===== src/rtl/rot_dma_sequencer_pkg.sv =====
// Shared types and constants for the rotation DMA tile sequencer.
// Holds the rotation/state enums, direction codes and tile geometry.
package rot_pkg;

    localparam int TILE_DIM   = 4;
    localparam int WORD_BYTES = 4;

    localparam logic DIR_CW  = 1'b0;
    localparam logic DIR_CCW = 1'b1;

    typedef enum logic [1:0] {
        ROT_0   = 2'd0,
        ROT_90  = 2'd1,
        ROT_180 = 2'd2,
        ROT_270 = 2'd3
    } rot_e;

    typedef enum logic [1:0] {
        ST_IDLE = 2'd0,
        ST_RD   = 2'd1,
        ST_WR   = 2'd2,
        ST_FIN  = 2'd3
    } state_e;

    // A ccw turn by m quarters equals a cw turn by (4-m) mod 4 quarters,
    // which is simply -m in 2-bit arithmetic.
    function automatic rot_e eff_rot(input logic [1:0] mode,
                                     input logic       dir);
        if (dir == DIR_CCW) begin
            return rot_e'(2'd0 - mode);
        end
        return rot_e'(mode);
    endfunction

endpackage


===== src/rtl/rot_dma_sequencer_if.sv =====
// Command port between the tile sequencer and the AHB DMA master.
// master: drives O_CMD_VALID/O_CMD_WRITE/O_CMD_ADDR, samples I_CMD_READY.
interface rot_dma_sequencer_if #(
    parameter int ADDR_W = 32
) ();

    logic              O_CMD_VALID;
    logic              O_CMD_WRITE;
    logic [ADDR_W-1:0] O_CMD_ADDR;
    logic              I_CMD_READY;

    modport master (
        output O_CMD_VALID,
        output O_CMD_WRITE,
        output O_CMD_ADDR,
        input  I_CMD_READY
    );

    modport slave (
        input  O_CMD_VALID,
        input  O_CMD_WRITE,
        input  O_CMD_ADDR,
        output I_CMD_READY
    );

endinterface


===== src/rtl/rot_dma_sequencer_tile_map.sv =====
// Combinational map from source tile (tr,tc) to destination tile (otr,otc).
// Ports: tr/tc/th/tw/wp/hp + rotation in; otr/otc and output stride out.
module rot_tile_map
    import rot_pkg::*;
#(
    parameter int AW = 32
) (
    input  logic [AW-1:0] tr_i,
    input  logic [AW-1:0] tc_i,
    input  logic [AW-1:0] th_i,
    input  logic [AW-1:0] tw_i,
    input  logic [AW-1:0] wp_i,
    input  logic [AW-1:0] hp_i,
    input  rot_e          rot_i,
    output logic [AW-1:0] otr_o,
    output logic [AW-1:0] otc_o,
    output logic [AW-1:0] stride_o
);

    logic [AW-1:0] tr_rev;
    logic [AW-1:0] tc_rev;

    assign tr_rev = th_i - tr_i - AW'(1);
    assign tc_rev = tw_i - tc_i - AW'(1);

    always_comb begin
        otr_o    = tr_i;
        otc_o    = tc_i;
        stride_o = wp_i;
        unique case (rot_i)
            ROT_0: begin
                otr_o = tr_i;
                otc_o = tc_i;
            end
            ROT_90: begin
                otr_o    = tc_i;
                otc_o    = tr_rev;
                stride_o = hp_i;
            end
            ROT_180: begin
                otr_o = tr_rev;
                otc_o = tc_rev;
            end
            ROT_270: begin
                otr_o    = tc_rev;
                otc_o    = tr_i;
                stride_o = hp_i;
            end
        endcase
    end

endmodule


===== src/rtl/rot_dma_sequencer.sv =====
// Tile sequencer: walks the image in 4x4 tiles issuing 4 reads + 4 writes.
// Ports: I_HCLK/I_HRESET, start+config in, cmd (master) command port,
// O_ROT/O_BUSY/O_DONE status, O_STALL_CNT (live only with ROT_STALL_CNT_EN).
module rot_dma_sequencer
    import rot_pkg::*;
#(
    parameter int ADDR_W = 32,
    parameter int H_W    = 15,
    parameter int W_W    = 14
) (
    input  logic              I_HCLK,
    input  logic              I_HRESET,
    input  logic              I_START,
    input  logic [ADDR_W-1:0] I_SRC_ADDR,
    input  logic [ADDR_W-1:0] I_DST_ADDR,
    input  logic [H_W-1:0]    I_HEIGHT,
    input  logic [W_W-1:0]    I_WIDTH,
    input  logic [1:0]        I_MODE,
    input  logic              I_DIR,
    rot_dma_sequencer_if.master cmd,
    output logic [1:0]        O_ROT,
    output logic              O_BUSY,
    output logic              O_DONE,
    output logic [31:0]       O_STALL_CNT
);

    state_e            state_q;
    rot_e              rot_q;
    logic              valid_q;
    logic              write_q;
    logic [ADDR_W-1:0] addr_q;
    logic              busy_q;
    logic              done_q;
    logic [1:0]        idx_q;
    logic [ADDR_W-1:0] tr_q;
    logic [ADDR_W-1:0] tc_q;
    logic [ADDR_W-1:0] th_q;
    logic [ADDR_W-1:0] tw_q;
    logic [ADDR_W-1:0] wp_q;
    logic [ADDR_W-1:0] hp_q;
    logic [ADDR_W-1:0] dst_q;
    logic [ADDR_W-1:0] tile_base_q;
    logic [ADDR_W-1:0] row_base_q;

    // Tile counts rounded up so the padding columns/rows get tiles too.
    logic [W_W:0]      w_pad3;
    logic [H_W:0]      h_pad3;
    logic [ADDR_W-1:0] tw_in;
    logic [ADDR_W-1:0] th_in;

    assign w_pad3 = {1'b0, I_WIDTH} + (W_W + 1)'(3);
    assign h_pad3 = {1'b0, I_HEIGHT} + (H_W + 1)'(3);
    assign tw_in  = ADDR_W'(w_pad3 >> 2);
    assign th_in  = ADDR_W'(h_pad3 >> 2);

    logic [ADDR_W-1:0] otr;
    logic [ADDR_W-1:0] otc;
    logic [ADDR_W-1:0] stride;

    rot_tile_map #(
        .AW (ADDR_W)
    ) u_map (
        .tr_i     (tr_q),
        .tc_i     (tc_q),
        .th_i     (th_q),
        .tw_i     (tw_q),
        .wp_i     (wp_q),
        .hp_i     (hp_q),
        .rot_i    (rot_q),
        .otr_o    (otr),
        .otc_o    (otc),
        .stride_o (stride)
    );

    logic [ADDR_W-1:0] wr_base;
    logic [ADDR_W-1:0] row_step;
    logic [ADDR_W-1:0] next_tile;
    logic [ADDR_W-1:0] next_row;
    logic              last_col;
    logic              last_tile;
    logic              accept;

    // Only one multiply per tile: the destination tile origin.
    assign wr_base   = dst_q + ((otr << 2) * stride) + (otc << 2);
    assign row_step  = wp_q * ADDR_W'(TILE_DIM);
    assign next_tile = tile_base_q + ADDR_W'(WORD_BYTES);
    assign next_row  = row_base_q + row_step;
    assign last_col  = (tc_q == tw_q - ADDR_W'(1));
    assign last_tile = last_col && (tr_q == th_q - ADDR_W'(1));
    assign accept    = valid_q && cmd.I_CMD_READY;

    always_ff @(posedge I_HCLK) begin
        if (I_HRESET) begin
            state_q     <= ST_IDLE;
            rot_q       <= ROT_0;
            valid_q     <= 1'b0;
            write_q     <= 1'b0;
            addr_q      <= '0;
            busy_q      <= 1'b0;
            done_q      <= 1'b0;
            idx_q       <= '0;
            tr_q        <= '0;
            tc_q        <= '0;
            th_q        <= '0;
            tw_q        <= '0;
            wp_q        <= '0;
            hp_q        <= '0;
            dst_q       <= '0;
            tile_base_q <= '0;
            row_base_q  <= '0;
        end else begin
            done_q <= 1'b0;
            unique case (state_q)
                ST_IDLE: begin
                    if (I_START) begin
                        rot_q       <= eff_rot(I_MODE, I_DIR);
                        busy_q      <= 1'b1;
                        th_q        <= th_in;
                        tw_q        <= tw_in;
                        wp_q        <= tw_in << 2;
                        hp_q        <= th_in << 2;
                        dst_q       <= I_DST_ADDR;
                        tile_base_q <= I_SRC_ADDR;
                        row_base_q  <= I_SRC_ADDR;
                        tr_q        <= '0;
                        tc_q        <= '0;
                        idx_q       <= '0;
                        if (I_HEIGHT == '0 || I_WIDTH == '0) begin
                            state_q <= ST_FIN;
                            done_q  <= 1'b1;
                        end else begin
                            state_q <= ST_RD;
                            valid_q <= 1'b1;
                            write_q <= 1'b0;
                            addr_q  <= I_SRC_ADDR;
                        end
                    end
                end
                ST_RD: begin
                    if (accept) begin
                        idx_q <= idx_q + 2'd1;
                        if (idx_q == 2'd3) begin
                            state_q <= ST_WR;
                            write_q <= 1'b1;
                            addr_q  <= wr_base;
                        end else begin
                            addr_q <= addr_q + wp_q;
                        end
                    end
                end
                ST_WR: begin
                    if (accept) begin
                        idx_q <= idx_q + 2'd1;
                        if (idx_q != 2'd3) begin
                            addr_q <= addr_q + stride;
                        end else if (last_tile) begin
                            state_q <= ST_FIN;
                            valid_q <= 1'b0;
                            write_q <= 1'b0;
                            addr_q  <= '0;
                            done_q  <= 1'b1;
                        end else begin
                            state_q <= ST_RD;
                            write_q <= 1'b0;
                            if (last_col) begin
                                tc_q        <= '0;
                                tr_q        <= tr_q + ADDR_W'(1);
                                row_base_q  <= next_row;
                                tile_base_q <= next_row;
                                addr_q      <= next_row;
                            end else begin
                                tc_q        <= tc_q + ADDR_W'(1);
                                tile_base_q <= next_tile;
                                addr_q      <= next_tile;
                            end
                        end
                    end
                end
                ST_FIN: begin
                    state_q <= ST_IDLE;
                    busy_q  <= 1'b0;
                end
            endcase
        end
    end

    assign cmd.O_CMD_VALID = valid_q;
    assign cmd.O_CMD_WRITE = write_q;
    assign cmd.O_CMD_ADDR  = addr_q;
    assign O_ROT           = rot_q;
    assign O_BUSY          = busy_q;
    assign O_DONE          = done_q;

`ifdef ROT_STALL_CNT_EN
    logic [31:0] stall_q;

    always_ff @(posedge I_HCLK) begin
        if (I_HRESET) begin
            stall_q <= '0;
        end else if (state_q == ST_IDLE && I_START) begin
            stall_q <= '0;
        end else if (valid_q && !cmd.I_CMD_READY && stall_q != '1) begin
            stall_q <= stall_q + 32'd1;
        end
    end

    assign O_STALL_CNT = stall_q;
`else
    assign O_STALL_CNT = '0;
`endif

endmodule


===== src/flat_wrapper.sv =====
// flat-port wrapper written by rule: the top's interface ports become plain ports
module rot_dma_sequencer_flat import rot_pkg::*;
#(
    parameter int ADDR_W = 32,
    parameter int H_W    = 15,
    parameter int W_W    = 14
)
  (I_HCLK, I_HRESET, I_START, I_SRC_ADDR, I_DST_ADDR, I_HEIGHT, I_WIDTH, I_MODE, I_DIR, O_ROT, O_BUSY, O_DONE, O_STALL_CNT, cmd_O_CMD_VALID, cmd_O_CMD_WRITE, cmd_O_CMD_ADDR, cmd_I_CMD_READY);
  rot_dma_sequencer_if #(.ADDR_W(ADDR_W)) cmd_i ();
  input  logic I_HCLK;
  input  logic I_HRESET;
  input  logic I_START;
  input  logic [ADDR_W-1:0] I_SRC_ADDR;
  input  logic [ADDR_W-1:0] I_DST_ADDR;
  input  logic [H_W-1:0] I_HEIGHT;
  input  logic [W_W-1:0] I_WIDTH;
  input  logic [1:0] I_MODE;
  input  logic I_DIR;
  output logic [1:0] O_ROT;
  output logic O_BUSY;
  output logic O_DONE;
  output logic [31:0] O_STALL_CNT;
  output wire logic [$bits(cmd_i.O_CMD_VALID)-1:0] cmd_O_CMD_VALID;
  output wire logic [$bits(cmd_i.O_CMD_WRITE)-1:0] cmd_O_CMD_WRITE;
  output wire logic [$bits(cmd_i.O_CMD_ADDR)-1:0] cmd_O_CMD_ADDR;
  input wire logic [$bits(cmd_i.I_CMD_READY)-1:0] cmd_I_CMD_READY;
  assign cmd_O_CMD_VALID = cmd_i.O_CMD_VALID;
  assign cmd_O_CMD_WRITE = cmd_i.O_CMD_WRITE;
  assign cmd_O_CMD_ADDR = cmd_i.O_CMD_ADDR;
  assign cmd_i.I_CMD_READY = cmd_I_CMD_READY;
  rot_dma_sequencer #(.ADDR_W(ADDR_W), .H_W(H_W), .W_W(W_W)) u_core (.I_HCLK(I_HCLK), .I_HRESET(I_HRESET), .I_START(I_START), .I_SRC_ADDR(I_SRC_ADDR), .I_DST_ADDR(I_DST_ADDR), .I_HEIGHT(I_HEIGHT), .I_WIDTH(I_WIDTH), .I_MODE(I_MODE), .I_DIR(I_DIR), .cmd(cmd_i), .O_ROT(O_ROT), .O_BUSY(O_BUSY), .O_DONE(O_DONE), .O_STALL_CNT(O_STALL_CNT));
endmodule

===== config.mk =====
export PLATFORM = sky130hd
export DESIGN_NAME = rot_dma_sequencer_flat
export DESIGN_NICKNAME = d
export VERILOG_FILES = /design/src/rtl/rot_dma_sequencer_pkg.sv /design/src/rtl/rot_dma_sequencer_if.sv /design/src/rtl/rot_dma_sequencer_tile_map.sv /design/src/rtl/rot_dma_sequencer.sv /design/src/flat_wrapper.sv
export SDC_FILE = /design/constraint.sdc
export NUM_CORES = 2
export LEC_CHECK = 0
export CAP_MARGIN = 0
export CORE_UTILIZATION = 50
export DETAILED_ROUTE_END_ITERATION = 10
export MAX_ROUTING_LAYER = met4
export PLACE_DENSITY = 0.69
export SLEW_MARGIN = 20
export SYNTH_ARGS = -nofsm -noshare
export SYNTH_HDL_FRONTEND = slang
export SYNTH_SLANG_ARGS = --single-unit

===== constraint.sdc =====
create_clock -name I_HCLK -period 15.93 [get_ports I_HCLK]
set_input_delay 3.186 -clock I_HCLK [delete_from_list [all_inputs] [get_ports I_HCLK]]
set_output_delay 3.186 -clock I_HCLK [all_outputs]
set_load 0.1 [all_outputs]

Word-level counts from Yosys, hierarchy flattened --
Cells that the tools add are included. Widths: inputs -> output; s select.
Storage, ports and cells: bits in registers 229, logic and storage cells 147, input port bits 100, output and inout port bits 70
Operators by class: reduce and logical (&&, ||, !) cells 22, $mul 1, eq/ne operators 20, add/sub/neg operators 18, muxes and demuxes 71
Operators by type and width (number):
- $mux 32 | 25
- $pmux 32 s2 | 4
- $pmux 30 s4 | 2
- $pmux 32 s3 | 1
- $add 32x1->32 const B | 2
- $add 32x32->32 | 2
- $eq 32x32->1 | 2
- $sub 30x1->30 const B | 2
- $add 32x15->32 | 1
- $add 32x16->32 | 1
- $add 32x17->32 | 1
- $add 32x3->32 const B | 1
- $mul 30x16->30 | 1
- $sub 13x30->30 | 1
- $sub 14x30->30 | 1
- $mux 2 | 11
- $mux 1 | 21
- $add 15x2->16 const B | 1
- $mux 16 | 1
- $add 14x2->15 const B | 1
- $logic_not 15->1 | 1
- $reduce_and 5->1 | 3
- $sub 14x1->15 const B | 1
- $logic_not 14->1 | 1
- other kinds (21) | 44

Depth between registers and ports, before layout --
depth in word-level cells 9, gate-level depth with buffers 53, gate-level depth less buffers 53

Modules after synthesis --
A second synthesis with hierarchy kept.
Second synthesis, totals: cell total of the unflattened synthesis 4832, area, all modules 38076.5 um^2
By module, submodules not included:
- rot_dma_sequencer | instances 1, seq. area each 4584.4 um^2, cells an instance 4015, area an instance 32389.8 um^2
- rot_tile_map | instances 1, seq. area each 0.0 um^2, cells an instance 817, area an instance 5686.7 um^2

Worst setup path before layout --
OpenSTA, ideal clock, no wires.
path kind reg2reg, from register u_core.rot_q[0], in the netlist u_core.O_ROT[0], to register u_core.addr_q[31], in the netlist u_core.cmd.O_CMD_ADDR[31], period minus slack after synthesis 11.101 ns, cell stages (with the launch flop) 46, buffers on the path 5, library setup time 0.122 ns, setup slack 4.829 ns, required time 15.808 ns, data arrival time 10.979 ns, cell sequence dfxtp_1 -> clkbuf_1 -> clkbuf_1 -> clkbuf_1 -> clkbuf_1 -> clkbuf_1 -> o21ai_0 -> o21ai_1 -> nor2_1 -> fa_1 -> inv_1 -> fa_1 -> inv_1 -> fa_1 -> inv_1 -> fa_1 -> inv_1 -> fa_1 -> (+10 left out) -> o21bai_1 -> a21oi_1 -> xor2_1 -> fa_1 -> inv_1 -> ha_1 -> a21o_1 -> a21o_1 -> a21oi_1 -> o21ai_0 -> a21o_1 -> a211oi_1 -> nor2b_1 -> nand3_1 -> nand2_1 -> a21oi_1 -> xnor3_1 -> a311o_1
On the way: cells in the longest elaborated chain, start to end 9, elaborated cells between the ends (all ways) 17, those cells by class 3 x add/sub; 1 x mul; 3 x eq/ne; 8 x mux; 2 x reduce/logical
Ends and longest elaborated chain:
- from (decl) | RTL line rot_dma_sequencer.sv:28 | rot_e rot_q;
- from (signal assigned) | RTL line rot_dma_sequencer.sv:116 | rot_q <= eff_rot(I_MODE, I_DIR);
- $eq 2x2->1 or $eq 2x1->1 (tied branches) | RTL line rot_dma_sequencer_tile_map.sv:30 | unique case (rot_i)
- $reduce_or 2->1 (no line)
- $mux 16 | RTL line rot_dma_sequencer_tile_map.sv:30
- $mul 30x16->30 | RTL line rot_dma_sequencer.sv:84 | assign wr_base = dst_q + ((otr << 2) * stride) + (otc << 2);
- $add 32x32->32 (2 in a row) | RTL line rot_dma_sequencer.sv:84
- $mux 32 | RTL line rot_dma_sequencer.sv:142 | if (idx_q == 2'd3) begin
- $mux 32 | RTL line rot_dma_sequencer.sv:140 | if (accept) begin
- $pmux 32 s3 (*) | RTL line rot_dma_sequencer.sv:113 | unique case (state_q)
- to (signal assigned) | RTL line rot_dma_sequencer.sv:145 | addr_q <= wr_base;
- to (signal assigned) | RTL line rot_dma_sequencer.sv:147 | addr_q <= addr_q + wp_q;
- to (signal assigned) | RTL line rot_dma_sequencer.sv:155 | addr_q <= addr_q + stride;
- to (decl) | RTL line rot_dma_sequencer.sv:31 | logic [ADDR_W-1:0] addr_q;
Every way passes the cells marked *; elsewhere a longest branch is shown, timed or not. The select of a mux whose other input is x is not followed. A chain may end at the register's enable or synchronous reset.

Final worst setup path --
from register u_core.tw_q[0], to register u_core.addr_q[31], in the netlist u_core.cmd.O_CMD_ADDR[31]
On the way: cells in the longest elaborated chain, start to end 9, elaborated cells between the ends (all ways) 21, those cells by class 8 x add/sub; 1 x mul; 1 x eq/ne; 10 x mux; 1 x reduce/logical
Ends and longest elaborated chain:
- from (decl) | RTL line rot_dma_sequencer.sv:38 | logic [ADDR_W-1:0] tw_q;
- from (signal assigned) | RTL line rot_dma_sequencer.sv:119 | tw_q <= tw_in;
- $sub 13x30->30 | RTL line rot_dma_sequencer_tile_map.sv:24 | assign tc_rev = tw_i - tc_i - AW'(1);
- $sub 30x1->30 | RTL line rot_dma_sequencer_tile_map.sv:24
- $pmux 30 s4 | RTL line rot_dma_sequencer_tile_map.sv:30
- $mul 30x16->30 | RTL line rot_dma_sequencer.sv:84
- $add 32x32->32 (2 in a row) | RTL line rot_dma_sequencer.sv:84
- $mux 32 | RTL line rot_dma_sequencer.sv:142
- $mux 32 | RTL line rot_dma_sequencer.sv:140
- $pmux 32 s3 (*) | RTL line rot_dma_sequencer.sv:113
Marked as above.

==> flow_summary.ini <==
[clock_tree]
cts.sinks = 229
htreeDepth = 1
clk_path_buf_depth = 3
root_buffer = clkbuf_16
cts_setup_buffers = 0
cts_tree = yes
numCtsBuffers = 30
path_clk_slew_ns = 0.07
clkLatencyLatePin_ns = 0.64
cts_resized = 0
cts_hold_buf = 0

[die]
num_rows = 89
fp.dieH_um = 248
core_area_um2 = 59500
dieWidth_um = 248
die_area_um2 = 61600
pin_count = 170
start_util_pct = 51.0

[placed_design]
placed_area_um2 = 32100
port-buffer-count = 137
globalplace.congestion = 1.02
hpwlAfterDp_mm = 79.2

[routing]
drc_errors = 0
vias_per_cell = 5.88
ant_nets = 0
drt_iter0_drc = 2665
wirelength_mm = 101
num_vias = 27894
first_pass_iters = 5
routedWlPerCell_um = 21.3

[outcome]
status = completed

[global_routing]
antenna_found_initial = 2
grt_pass1_wl_mm = 153
grt_usage_pct = 33.7
grt_overflow = 0
grt_max_degree = 87
grt_pass1_vias = 25665

[worst_setup_path]
cp.required_ns = 16.42
worst_ep_arrival_time_ns = 12.58
cpPeakStageDelay_ns = 0.68
end_kind = flop
critical_path_class = flop to flop
cp-start-kind = flop
cp_common_cell = fa_1
cp_max_fo = 14
cp_slowest_cell = mux4_2

[logic_synthesis]
synth_area_per_cell_um2 = 7.70
synthTopCellsByArea = fa_1 (17%), dfxtp_1 (15%), ha_1 (8.7%)
synth.ff_latch_count = 229
synthFlopType = dfxtp_1
synth_edf_count = 0
synthesis.area_um2 = 30300
yosysWarnings = 0
postSynth.asyncResetShare_pct = 0
synth_top_area_share_pct = 17.0
netlist_instances = 3935
synthDistinctLibCells = 91
synth_area_leader_cell = fa_1
seq_area_frac_synth_pct = 15.1

[sta]
hold_viol_final = 0
relSlewSlack_pct = 24.9
tightest_slew_ns = 1.12
skew_ns = 0.0533
max_freq_mhz = 82.7
finalCriticalPeriod_ns = 12.09
rsz0062_at_grt = no
setup_viol = 0
finalSetupTns_ns = 0
slew_violations = 0
min_period_over_period_pct = 75.9

[finish]
layout_common_cells = inv_1 (471), nor2_1 (456), nand2_1 (416), fa_1 (257), dfxtp_1 (227)
drive_gt1_share_pct = 4.39
fin_nets = 4511
area_delta_synth_final_pct = 9.61
final_common_cell = inv_1
fin_area_um2 = 33200

[power_and_ir_drop]
power_density_nw_per_um2 = 196
power.leakage_uw = 0.0144
peakVddDrop_mv = 0.313

[min_path]
hold_path_class = flop to flop

[job]
maxCapViolations = 0
layer usage:
layer	up-vias	routed length, um	track usage, %
met5	-	0	-
met4	0	5100	14.0
met3	197	9970	4.97
met2	1361	42300	48.5
met1	13274	43800	47.1
li1	13062	-	-
critical path, delay by kind of cell (launching register included):
| family | cells | cell delay, ns |
|---|---|---|
| multiplexers | 1 | 0.68 |
| AND/OR/NAND/NOR | 5 | 0.74 |
| buffers and inverters | 5 | 0.26 |
| AO/OA/AOI/OAI | 10 | 3.39 |
| adder cells (fa/ha/maj) | 10 | 4.32 |
| XOR/XNOR | 9 | 1.95 |
| flip-flops | 1 | 0.54 |
area by class of cell:
type,count,area [um2]
Fill cell,5676,26200
Multi-Input combinational cell,3032,23100
Sequential cell,229,4590
Inverter,475,1780
Timing Repair Buffer,176,1670
Tap cell,773,967
Clock buffer,35,821
Clock inverter,20,274
Antenna cell,1,2.50
kinds of logic after synthesis:
| logic type | after synthesis | synth area share (%) |
|---|---|---|
| mux | 89 | 3.86 |
| compound gates | 769 | 16.2 |
| other cells | 1 | 0.0124 |
| simple gates | 1339 | 20.1 |
| fa+ha+maj | 467 | 25.6 |
| buf+inv | 705 | 9.20 |
| flops | 229 | 15.1 |
| xor+xnor | 336 | 9.85 |
synthesized netlist by cell type, types with 8 or more instances:
cell type	instances
mux2_2	12
nand3b_1	8
nor2_1	456
mux4_2	21
a221oi_1	10
o2111ai_1	9
nor2b_1	37
or4_1	8
a211oi_1	82
a31oi_1	23
ha_1	210
fa_1	257
o21bai_1	21
o211ai_1	19
buf_1	19
dfxtp_1	229
nand4_1	25
and2_1	45
nor3b_1	8
o21ai_0	172
o22ai_1	8
xnor2_1	213
buf_4	34
or2_2	12
o221ai_1	8
clkbuf_1	170
nand2_1	417
nor3_1	73
nor4_1	24
nand3_1	86
or3_1	29
o21a_1	30
a22oi_1	8
o31ai_1	12
and3_1	43
a21oi_1	220
a311oi_1	16
xor2_1	120
nand2b_1	54
inv_1	471
a21o_1	49
a21boi_0	10
mux2i_1	56
report_power, final:
group / leakage (uW) / total, uW / internal, uW / switching [uW]
combinational: 0.0120 / 4830 / 1710 / 3120
clock: 0.000523 / 764 / 451 / 313
sequential: 0.00188 / 911 / 706 / 205
total: 0.0144 / 6500 / 2870 / 3640
stage by stage:
stage | hold WS, ns | total power, uW | setup slack [ns] | util [%] | cells
final | 0.457 | 6500 | 3.84 | 55.9 | 4741
after global routing | 0.466 | 6960 | 3.26 | 55.9 | 4741
after CTS | 0.456 | 6440 | 3.91 | 55.9 | 4740
after detailed placement | 0.447 | 5640 | 4.02 | 54.0 | 4685
after global placement | 0.441 | 5610 | 4.22 | 54.0 | 4685
after floorplan | 0.431 | 4250 | 4.83 | - | 3966
sequential cells by signal, summed over array words and instances (netlist names):
signal,cells
u_core.tile_base_q,32
u_core.cmd.O_CMD_WRITE,1
u_core.O_BUSY,1
u_core.idx_q,2
u_core.O_DONE,1
u_core.tr_q,32
u_core.dst_q,32
u_core.row_base_q,32
u_core.cmd.O_CMD_VALID,1
u_core.tw_q,13
u_core.O_ROT,2
u_core.th_q,14
u_core.tc_q,32
u_core.state_q,2
u_core.cmd.O_CMD_ADDR,32
path summary, 6_finish.rpt:
path | start | end | slack, ns | cells past startpoint
worst max-delay path | u_core.tw_q[0] | u_core.cmd.O_CMD_ADDR[31] | 3.84 | 40
worst min-delay path | u_core.dst_q[20] | u_core.dst_q[20] | 0.46 | 2
worst max register to register | u_core.tw_q[0] | u_core.cmd.O_CMD_ADDR[31] | 3.84 | 40
worst min register to register | u_core.dst_q[20] | u_core.dst_q[20] | 0.46 | 2
No activity file was read; power rests on OpenSTA's default activity.
